--- src/rtl/id_ex_if.sv ---
// Bundle of decode-side inputs, forwarding sources and EX-stage outputs for the ID/EX pipeline register.
// The master drives decode and forwarding inputs. The slave is the ID/EX stage.
interface id_ex_if;
  logic        id_valid;
  logic [31:0] id_pc;
  logic [31:0] id_rs1_data;
  logic [31:0] id_rs2_data;
  logic [31:0] id_imm;
  logic [4:0]  id_rs1_addr;
  logic [4:0]  id_rs2_addr;
  logic [4:0]  id_rd_addr;
  logic [4:0]  id_aluop;
  logic [4:0]  id_ctrl;
  logic        flush;
  logic        exm_reg_write;
  logic [4:0]  exm_rd_addr;
  logic [31:0] exm_result;
  logic        mwb_reg_write;
  logic [4:0]  mwb_rd_addr;
  logic [31:0] mwb_data;
  logic [31:0] data1;
  logic [31:0] data2;
  logic [4:0]  select;
  logic [31:0] ex_pc;
  logic [31:0] ex_store_data;
  logic [4:0]  ex_rd_addr;
  logic [2:0]  ex_ctrl;
  logic        ex_valid;
  logic        stall;

  modport master (
    output id_valid, id_pc, id_rs1_data, id_rs2_data, id_imm,
           id_rs1_addr, id_rs2_addr, id_rd_addr, id_aluop, id_ctrl, flush,
           exm_reg_write, exm_rd_addr, exm_result,
           mwb_reg_write, mwb_rd_addr, mwb_data,
    input  data1, data2, select, ex_pc, ex_store_data, ex_rd_addr,
           ex_ctrl, ex_valid, stall
  );

  modport slave (
    input  id_valid, id_pc, id_rs1_data, id_rs2_data, id_imm,
           id_rs1_addr, id_rs2_addr, id_rd_addr, id_aluop, id_ctrl, flush,
           exm_reg_write, exm_rd_addr, exm_result,
           mwb_reg_write, mwb_rd_addr, mwb_data,
    output data1, data2, select, ex_pc, ex_store_data, ex_rd_addr,
           ex_ctrl, ex_valid, stall
  );
endinterface

--- src/rtl/id_ex_stage.sv ---
// ID/EX pipeline register with load-use stall detection, latch-time MEM/WB bypass and EX-time
// operand forwarding from EX/MEM and MEM/WB.
module id_ex_stage (
  input  logic clk,
  input  logic rst_n,
  id_ex_if.slave bus
);

  // Handshake: id_valid acts as "valid" from decode and ~stall acts as "ready". Decode advances only
  // when both are high. A flush kills the entering instruction regardless of stall, so no extra cycle is used.
  logic        ex_valid_q;
  logic [31:0] ex_pc_q;
  logic [31:0] ex_rs1_data_q;
  logic [31:0] ex_rs2_data_q;
  logic [31:0] ex_imm_q;
  logic [4:0]  ex_rs1_addr_q;
  logic [4:0]  ex_rs2_addr_q;
  logic [4:0]  ex_rd_addr_q;
  logic [4:0]  ex_aluop_q;
  logic        ex_alusrc1_q;
  logic        ex_alusrc2_q;
  logic [2:0]  ex_ctrl_q;

  logic        stall;
  logic        bubble;
  logic [31:0] id_rs1_byp;
  logic [31:0] id_rs2_byp;
  logic [31:0] fwd_rs1;
  logic [31:0] fwd_rs2;

  // ex_ctrl_q[2] is MEM_READ: a load whose rd feeds the decode instruction.
  assign stall = ex_valid_q && ex_ctrl_q[2] && (ex_rd_addr_q != 5'd0) && bus.id_valid &&
                 ((ex_rd_addr_q == bus.id_rs1_addr) || (ex_rd_addr_q == bus.id_rs2_addr));

  assign bubble = bus.flush || stall || !bus.id_valid;

  // Register file does not yet see the MEM/WB write in this cycle, so capture it on the way in.
  always_comb begin
    id_rs1_byp = bus.id_rs1_data;
    id_rs2_byp = bus.id_rs2_data;
    if (bus.mwb_reg_write && (bus.mwb_rd_addr != 5'd0) && (bus.mwb_rd_addr == bus.id_rs1_addr))
      id_rs1_byp = bus.mwb_data;
    if (bus.mwb_reg_write && (bus.mwb_rd_addr != 5'd0) && (bus.mwb_rd_addr == bus.id_rs2_addr))
      id_rs2_byp = bus.mwb_data;
  end

  always_ff @(posedge clk or negedge rst_n) begin
    if (!rst_n) begin
      ex_valid_q    <= 1'b0;
      ex_pc_q       <= 32'd0;
      ex_rs1_data_q <= 32'd0;
      ex_rs2_data_q <= 32'd0;
      ex_imm_q      <= 32'd0;
      ex_rs1_addr_q <= 5'd0;
      ex_rs2_addr_q <= 5'd0;
      ex_rd_addr_q  <= 5'd0;
      ex_aluop_q    <= 5'd0;
      ex_alusrc1_q  <= 1'b0;
      ex_alusrc2_q  <= 1'b0;
      ex_ctrl_q     <= 3'd0;
    end else if (bubble) begin
      ex_valid_q    <= 1'b0;
      ex_pc_q       <= 32'd0;
      ex_rs1_data_q <= 32'd0;
      ex_rs2_data_q <= 32'd0;
      ex_imm_q      <= 32'd0;
      ex_rs1_addr_q <= 5'd0;
      ex_rs2_addr_q <= 5'd0;
      ex_rd_addr_q  <= 5'd0;
      ex_aluop_q    <= 5'd0;
      ex_alusrc1_q  <= 1'b0;
      ex_alusrc2_q  <= 1'b0;
      ex_ctrl_q     <= 3'd0;
    end else begin
      ex_valid_q    <= 1'b1;
      ex_pc_q       <= bus.id_pc;
      ex_rs1_data_q <= id_rs1_byp;
      ex_rs2_data_q <= id_rs2_byp;
      ex_imm_q      <= bus.id_imm;
      ex_rs1_addr_q <= bus.id_rs1_addr;
      ex_rs2_addr_q <= bus.id_rs2_addr;
      ex_rd_addr_q  <= bus.id_rd_addr;
      ex_aluop_q    <= bus.id_aluop;
      ex_alusrc1_q  <= bus.id_ctrl[4];
      ex_alusrc2_q  <= bus.id_ctrl[3];
      ex_ctrl_q     <= bus.id_ctrl[2:0];
    end
  end

  // EX/MEM wins over MEM/WB; x0 is never forwarded; nothing is forwarded into a bubble.
  always_comb begin
    fwd_rs1 = 32'd0;
    fwd_rs2 = 32'd0;
    if (ex_valid_q) begin
      if (bus.exm_reg_write && (bus.exm_rd_addr != 5'd0) && (bus.exm_rd_addr == ex_rs1_addr_q))
        fwd_rs1 = bus.exm_result;
      else if (bus.mwb_reg_write && (bus.mwb_rd_addr != 5'd0) && (bus.mwb_rd_addr == ex_rs1_addr_q))
        fwd_rs1 = bus.mwb_data;
      else
        fwd_rs1 = ex_rs1_data_q;

      if (bus.exm_reg_write && (bus.exm_rd_addr != 5'd0) && (bus.exm_rd_addr == ex_rs2_addr_q))
        fwd_rs2 = bus.exm_result;
      else if (bus.mwb_reg_write && (bus.mwb_rd_addr != 5'd0) && (bus.mwb_rd_addr == ex_rs2_addr_q))
        fwd_rs2 = bus.mwb_data;
      else
        fwd_rs2 = ex_rs2_data_q;
    end
  end

  assign bus.data1         = !ex_valid_q ? 32'd0 : (ex_alusrc1_q ? ex_pc_q : fwd_rs1);
  assign bus.data2         = !ex_valid_q ? 32'd0 : (ex_alusrc2_q ? ex_imm_q : fwd_rs2);
  assign bus.ex_store_data = fwd_rs2;
  assign bus.select        = ex_aluop_q;
  assign bus.ex_pc         = ex_pc_q;
  assign bus.ex_rd_addr    = ex_rd_addr_q;
  assign bus.ex_ctrl       = ex_ctrl_q;
  assign bus.ex_valid      = ex_valid_q;
  assign bus.stall         = stall;

endmodule
--- src/flat_wrapper.sv ---
// flat-port wrapper written by rule: the top's interface ports become plain ports
module id_ex_stage_flat 
  (clk, rst_n, bus_id_valid, bus_id_pc, bus_id_rs1_data, bus_id_rs2_data, bus_id_imm, bus_id_rs1_addr, bus_id_rs2_addr, bus_id_rd_addr, bus_id_aluop, bus_id_ctrl, bus_flush, bus_exm_reg_write, bus_exm_rd_addr, bus_exm_result, bus_mwb_reg_write, bus_mwb_rd_addr, bus_mwb_data, bus_data1, bus_data2, bus_select, bus_ex_pc, bus_ex_store_data, bus_ex_rd_addr, bus_ex_ctrl, bus_ex_valid, bus_stall);
  id_ex_if bus_i ();
  input  logic clk;
  input  logic rst_n;
  input wire logic [$bits(bus_i.id_valid)-1:0] bus_id_valid;
  input wire logic [$bits(bus_i.id_pc)-1:0] bus_id_pc;
  input wire logic [$bits(bus_i.id_rs1_data)-1:0] bus_id_rs1_data;
  input wire logic [$bits(bus_i.id_rs2_data)-1:0] bus_id_rs2_data;
  input wire logic [$bits(bus_i.id_imm)-1:0] bus_id_imm;
  input wire logic [$bits(bus_i.id_rs1_addr)-1:0] bus_id_rs1_addr;
  input wire logic [$bits(bus_i.id_rs2_addr)-1:0] bus_id_rs2_addr;
  input wire logic [$bits(bus_i.id_rd_addr)-1:0] bus_id_rd_addr;
  input wire logic [$bits(bus_i.id_aluop)-1:0] bus_id_aluop;
  input wire logic [$bits(bus_i.id_ctrl)-1:0] bus_id_ctrl;
  input wire logic [$bits(bus_i.flush)-1:0] bus_flush;
  input wire logic [$bits(bus_i.exm_reg_write)-1:0] bus_exm_reg_write;
  input wire logic [$bits(bus_i.exm_rd_addr)-1:0] bus_exm_rd_addr;
  input wire logic [$bits(bus_i.exm_result)-1:0] bus_exm_result;
  input wire logic [$bits(bus_i.mwb_reg_write)-1:0] bus_mwb_reg_write;
  input wire logic [$bits(bus_i.mwb_rd_addr)-1:0] bus_mwb_rd_addr;
  input wire logic [$bits(bus_i.mwb_data)-1:0] bus_mwb_data;
  output wire logic [$bits(bus_i.data1)-1:0] bus_data1;
  output wire logic [$bits(bus_i.data2)-1:0] bus_data2;
  output wire logic [$bits(bus_i.select)-1:0] bus_select;
  output wire logic [$bits(bus_i.ex_pc)-1:0] bus_ex_pc;
  output wire logic [$bits(bus_i.ex_store_data)-1:0] bus_ex_store_data;
  output wire logic [$bits(bus_i.ex_rd_addr)-1:0] bus_ex_rd_addr;
  output wire logic [$bits(bus_i.ex_ctrl)-1:0] bus_ex_ctrl;
  output wire logic [$bits(bus_i.ex_valid)-1:0] bus_ex_valid;
  output wire logic [$bits(bus_i.stall)-1:0] bus_stall;
  assign bus_i.id_valid = bus_id_valid;
  assign bus_i.id_pc = bus_id_pc;
  assign bus_i.id_rs1_data = bus_id_rs1_data;
  assign bus_i.id_rs2_data = bus_id_rs2_data;
  assign bus_i.id_imm = bus_id_imm;
  assign bus_i.id_rs1_addr = bus_id_rs1_addr;
  assign bus_i.id_rs2_addr = bus_id_rs2_addr;
  assign bus_i.id_rd_addr = bus_id_rd_addr;
  assign bus_i.id_aluop = bus_id_aluop;
  assign bus_i.id_ctrl = bus_id_ctrl;
  assign bus_i.flush = bus_flush;
  assign bus_i.exm_reg_write = bus_exm_reg_write;
  assign bus_i.exm_rd_addr = bus_exm_rd_addr;
  assign bus_i.exm_result = bus_exm_result;
  assign bus_i.mwb_reg_write = bus_mwb_reg_write;
  assign bus_i.mwb_rd_addr = bus_mwb_rd_addr;
  assign bus_i.mwb_data = bus_mwb_data;
  assign bus_data1 = bus_i.data1;
  assign bus_data2 = bus_i.data2;
  assign bus_select = bus_i.select;
  assign bus_ex_pc = bus_i.ex_pc;
  assign bus_ex_store_data = bus_i.ex_store_data;
  assign bus_ex_rd_addr = bus_i.ex_rd_addr;
  assign bus_ex_ctrl = bus_i.ex_ctrl;
  assign bus_ex_valid = bus_i.ex_valid;
  assign bus_stall = bus_i.stall;
  id_ex_stage u_core (.clk(clk), .rst_n(rst_n), .bus(bus_i));
endmodule
--- config.mk ---
export PLATFORM = sky130hd
export DESIGN_NAME = id_ex_stage_flat
export DESIGN_NICKNAME = d
export VERILOG_FILES = /design/src/rtl/id_ex_if.sv /design/src/rtl/id_ex_stage.sv /design/src/flat_wrapper.sv
export SDC_FILE = /design/constraint.sdc
export NUM_CORES = 1
export LEC_CHECK = 0
export CELL_PAD_IN_SITES_DETAIL_PLACEMENT = 2
export CELL_PAD_IN_SITES_GLOBAL_PLACEMENT = 2
export CORE_ASPECT_RATIO = 2
export CORE_MARGIN = 2
export CORE_UTILIZATION = 25
export CTS_CLUSTER_SIZE = 30
export DETAILED_ROUTE_END_ITERATION = 12
export GPL_TIMING_DRIVEN = 0
export PLACE_DENSITY = 0.87
export SLEW_MARGIN = 40
export SYNTH_ARGS = -nofsm -noshare
export SYNTH_HDL_FRONTEND = slang
export SYNTH_SLANG_ARGS = --single-unit
--- constraint.sdc ---
create_clock -name clk -period 4.2 [get_ports clk]
set_input_delay 0.84 -clock clk [delete_from_list [all_inputs] [get_ports clk]]
set_output_delay 0.84 -clock clk [all_outputs]
set_load 0.02 [all_outputs]
Yosys cells after proc, flatten, opt, wreduce, memory -nomap -nowiden
Index checks and enable logic that the tools add are counted.

Register bits after elaboration: 154. Output and inout bits: 143. Word-level logic and storage cells: 62.

Equality and inequality tests: 8. Mux-type cells: 23. Reductions and logical operators: 19.

Operators by type and width (count): $mux 32 (15); $eq 5x5->1 (8); $mux 5 (4); $reduce_bool 5->1 (3); $logic_and 1x1->1 (12); $logic_or 1x1->1 (3); $mux 1 (3); $mux 3 (1); $logic_not 1->1 (1).

Longest topological paths before layout
Depth in word-level cells: 8. Depth in mapped cells: 8. Depth with buffers taken out: 6.

Worst setup path after synthesis
Ideal clock, no wire load.

Path kind: input to output. From: input bus_mwb_rd_addr[4]. To: output bus_data2[10]. Data arrival time: 2.788 ns. Required time: 3.360 ns. Setup slack: 0.572 ns. Stages: 8. Buffers on the path: 3. Path through: buf_6 > or4_4 > o21ai_4 > or4_4 > buf_6 > buf_12 > mux2_4 > a221o_1.

Cells in the longest elaborated chain, start to end: 8. Elaborated cells on any way between the ends: 9. Those cells by class: eq/ne: 1; mux: 5; reduce/logical: 3.

Ends and longest elaborated chain: from (decl) (line flat_wrapper.sv:22) `input wire logic [$bits(bus_i.mwb_rd_addr)-1:0] bus_mwb_rd_addr;`; $reduce_bool 5->1 (line id_ex_stage.sv:104) `else if (bus.mwb_reg_write && (bus.mwb_rd_addr != 5'd0) && (bus.mwb_rd_addr == ex_rs2_addr_q))`; $logic_and 1x1->1 (line id_ex_stage.sv:104); $logic_and 1x1->1 (*) (line id_ex_stage.sv:104); $mux 32 (*) (line id_ex_stage.sv:104); $mux 32 (*) (line id_ex_stage.sv:102) `if (bus.exm_reg_write && (bus.exm_rd_addr != 5'd0) && (bus.exm_rd_addr == ex_rs2_addr_q))`; $mux 32 (*) (line id_ex_stage.sv:94) `if (ex_valid_q) begin`; $mux 32 (*) (2 in a row) (line id_ex_stage.sv:112) `assign bus.data2 = !ex_valid_q ? 32'd0 : (ex_alusrc2_q ? ex_imm_q : fwd_rs2);`; to (decl) (line flat_wrapper.sv:25) `output wire logic [$bits(bus_i.data2)-1:0] bus_data2;`.

Every way passes the cells marked *; elsewhere a longest branch is shown, timed or not.

Worst setup path in the final report
From: input bus_mwb_reg_write. To: output bus_data2[13].

Cells in the longest elaborated chain, start to end: 7.

Ends and longest elaborated chain: from (decl) (line flat_wrapper.sv:21) `input wire logic [$bits(bus_i.mwb_reg_write)-1:0] bus_mwb_reg_write;`; $logic_and 1x1->1 (2 in a row) (line id_ex_stage.sv:104); $mux 32 (line id_ex_stage.sv:104); $mux 32 (line id_ex_stage.sv:102); $mux 32 (line id_ex_stage.sv:94); $mux 32 (2 in a row) (line id_ex_stage.sv:112).

No other way between the ends.

==> metrics <==
syn_area_per_cell 10.3 um^2; Final period util between 90 and 100%; required time of the critical path ~3.4 ns; multi-input combinational cell area 4370 um^2; RSZ-0062 raised after global routing no; detailed placement HPWL approximately 36,000 um; root buffer cell clkbuf_16; Synth warnings 0; setup TNS 0 ns; Port Buffers 370; num rows between 90 and 100; post-synthesis sequential area ratio between 40 and 50%; Max FO, Critical Path 10; CP max-delay cell or4_4; pin count of the biggest net entering global routing 70; Fin Clk Skew between 0.01 and 0.015 ns; worst reg-to-reg setup slack around 1.3 ns; CTS tree yes; nets roughly 1,500; Ports 376; DR vias/cell 5.00; final setup violation count 0; chip height approximately 270 um; total CTS buffers 17; Worst Max-Slew Pin Slew approximately 0.83 ns; Routability Congestion between 0.8 and 0.9; post-layout util roughly two fifths; vias in the first global route a little over 10,000; Residual DRC 0; post-synth cell types 37; H-tree depth 4; most frequent cells in the layout 269 x clkdlybuf4s50_1, 154 x dfrtp_1, 98 x mux2i_1, 91 x and2_1, 68 x nor2_1; Slew HR between 40 and 50%; cells along the critical path clkdlybuf4s50_1, o21ai_4, or4_4, buf_6, buf_12, mux2_4, a221o_1, clkdlybuf4s15_2; flops & latches, synth 154; drt wl/cell 27.1 um; Synth area leaders dfrtp_1 44%, mux2i_1 11%, and2_1 6.6%; Mapped Area slightly below 9000 um^2; Tot Pwr 0.00399 W; first-pass GRT wire length 66,600 um; Fin. Hold Viols 0; WL final 46,200 um; Leak just under 6 nW; total congestion overflow 0; most common cell after layout, fill and taps aside clkdlybuf4s50_1; Power Density about 290 nW/um^2; worst vdd ir approximately 0.27 mV; hold buffer count at cts 0; Tot GR Track Use approximately 25%; initial antenna violation count 15; area share of the largest cell type after synthesis 44.4%; worst r2r dst u_core.ex_rs1_data_q[6]; DR iter-0 viols approximately 250; Die Width 136 um; Layout Area Growth over Synthesis 58.6%; post-route ant nets 0; Sink Count roughly 150; CP peak stage delay 0.56 ns; Core Area roughly 34,000 um^2; CP startpoint kind input pin; Worst-Skew Late Latency roughly 0.46 ns; post-route minimum period approximately 4.2 ns; Max-cap violations 0; Initial Utilization ~25%; CP arrival about 3.3 ns; cell count after synthesis ~840; Sequential Area 3850 um^2; HP Class in2async; post-synthesis net count about 1,100; CP startpoint bus_mwb_reg_write; r2r startpoint u_core.bus.ex_valid; Final Slew Violations 0; leading area contributor after synthesis dfrtp_1; CP Capture Type primary output; die area about 36,000 um^2; Pre-antenna DRT Iters 4; Setup Crit Path Kind in2out; fill count ~3,700; status completed; share of layout cells above drive strength 1 14.4%; clock-pin slew on the worst setup and hold paths ~0.060 ns; fmax roughly 0.24 GHz; clk buf depth 2; DR vias approximately 8,500; FF-to-FF path depth 6
metal layers:
| layer | track usage, % | part of all wire, % | vias up |
|---|---|---|---|
| li1 | - | - | 3740 |
| met1 | 24.9 | 34 | 4345 |
| met2 | 48.9 | 57 | 337 |
| met3 | 4.32 | 3.9 | 111 |
| met4 | 14.5 | 4.9 | 2 |
| met5 | 0 | 0.024 | - |
flip-flops by register name (all words and copies together), names as in the netlist:
signal	flops
u_core.ex_rs2_addr_q	5
u_core.ex_alusrc1_q	1
u_core.ex_rs1_addr_q	5
u_core.ex_rs1_data_q	32
u_core.bus.ex_valid	1
u_core.bus.ex_rd_addr	5
u_core.ex_imm_q	32
u_core.bus.ex_pc	32
u_core.bus.ex_ctrl	3
u_core.bus.select	5
u_core.ex_alusrc2_q	1
u_core.ex_rs2_data_q	32
cells by family after synthesis:
group,count (synthesis),share of synthesized area (%)
flops,154,44.4
buf+inv,110,5.88
xor+xnor,40,4.04
compound gates,167,14.8
simple gates,243,14.5
mux,128,16.4
Yosys cell counts:
master	instances
o21ai_0	67
a22oi_1	1
mux2i_1	98
buf_1	2
or2_2	1
buf_12	3
a221oi_1	32
xor2_1	20
o21ba_2	30
buf_6	3
or4_1	2
and2_1	92
mux2_4	28
nand2_1	31
nor2_1	69
inv_1	34
a221o_1	30
nor2b_1	2
o21ai_4	1
nor4_2	3
or4_4	2
o2111ai_1	1
nor3_1	32
clkbuf_1	55
nand3b_1	1
a21oi_1	2
dfrtp_1	154
mux2_2	2
nor4_1	1
buf_4	4
a32oi_1	1
o211ai_1	1
o221ai_1	1
buf_2	9
nand3_1	6
nand4_1	1
xnor2_1	20
critical path, delay by kind of cell:
kind                   cells  cell delay, ns
muxes                      1            0.31
buffers and inverters      4            1.15
and+or+nand+nor            1            0.56
AOI/OAI and AO/OA          2            0.45
how the worst max path moves through the flow:
| stage | slack, ns | cells past startpoint | end |
|---|---|---|---|
| 4_1_cts | 0.0009 | 8 | bus_data2[2] |
| 5_1_grt | 0.002 | 8 | bus_data2[2] |
| 6_report | 0.03 | 8 | bus_data2[13] |
| 2_1_floorplan | 0.57 | 8 | bus_data2[10] |
| 3_5_place_dp | -1.06 | 9 | bus_ex_store_data[5] |
| 3_3_place_gp | -4.43 | 1 | u_core.bus.ex_pc[19] |
through the flow:
stage          hold slack (ns)  instances  setup WS [ns]  instance area (um^2)
3_3_place_gp              1.15       1653          -4.43                 12900
3_5_place_dp             0.699       1655          -1.06                 13000
6_report                 0.225       1706         0.0311                 13800
2_1_floorplan            0.544        842          0.572                  8680
5_1_grt                  0.225       1705        0.00160                 13800
4_1_cts                  0.214       1688       0.000875                 13700
report_power, final:
| group | switching (W) | internal [W] |
|---|---|---|
| logic | 0.000402 | 0.000389 |
| clock network | 0.000696 | 0.000936 |
| registers | 0.0000294 | 0.00154 |
| total | 0.00113 | 0.00286 |
area by class of cell:
cell class              instances  share of cell area, %
diodes                         15                  0.273
plain buffers                  74                   3.54
clock buffers                  21                   3.20
clock inverters                10                   1.05
inverters                      34                  0.927
multi-input cells             578                   31.7
flip-flops and latches        154                   28.0
well taps                     441                   4.01
repair buffers                379                   27.2
what timing repair did:
action | CTS | global route
endpoints found under the setup margin | 96 | 32
resized for setup | 239 | 10
buffers inserted | 4 | 3
pin swaps | 3 | 2
(Power assumes the default switching activity.)
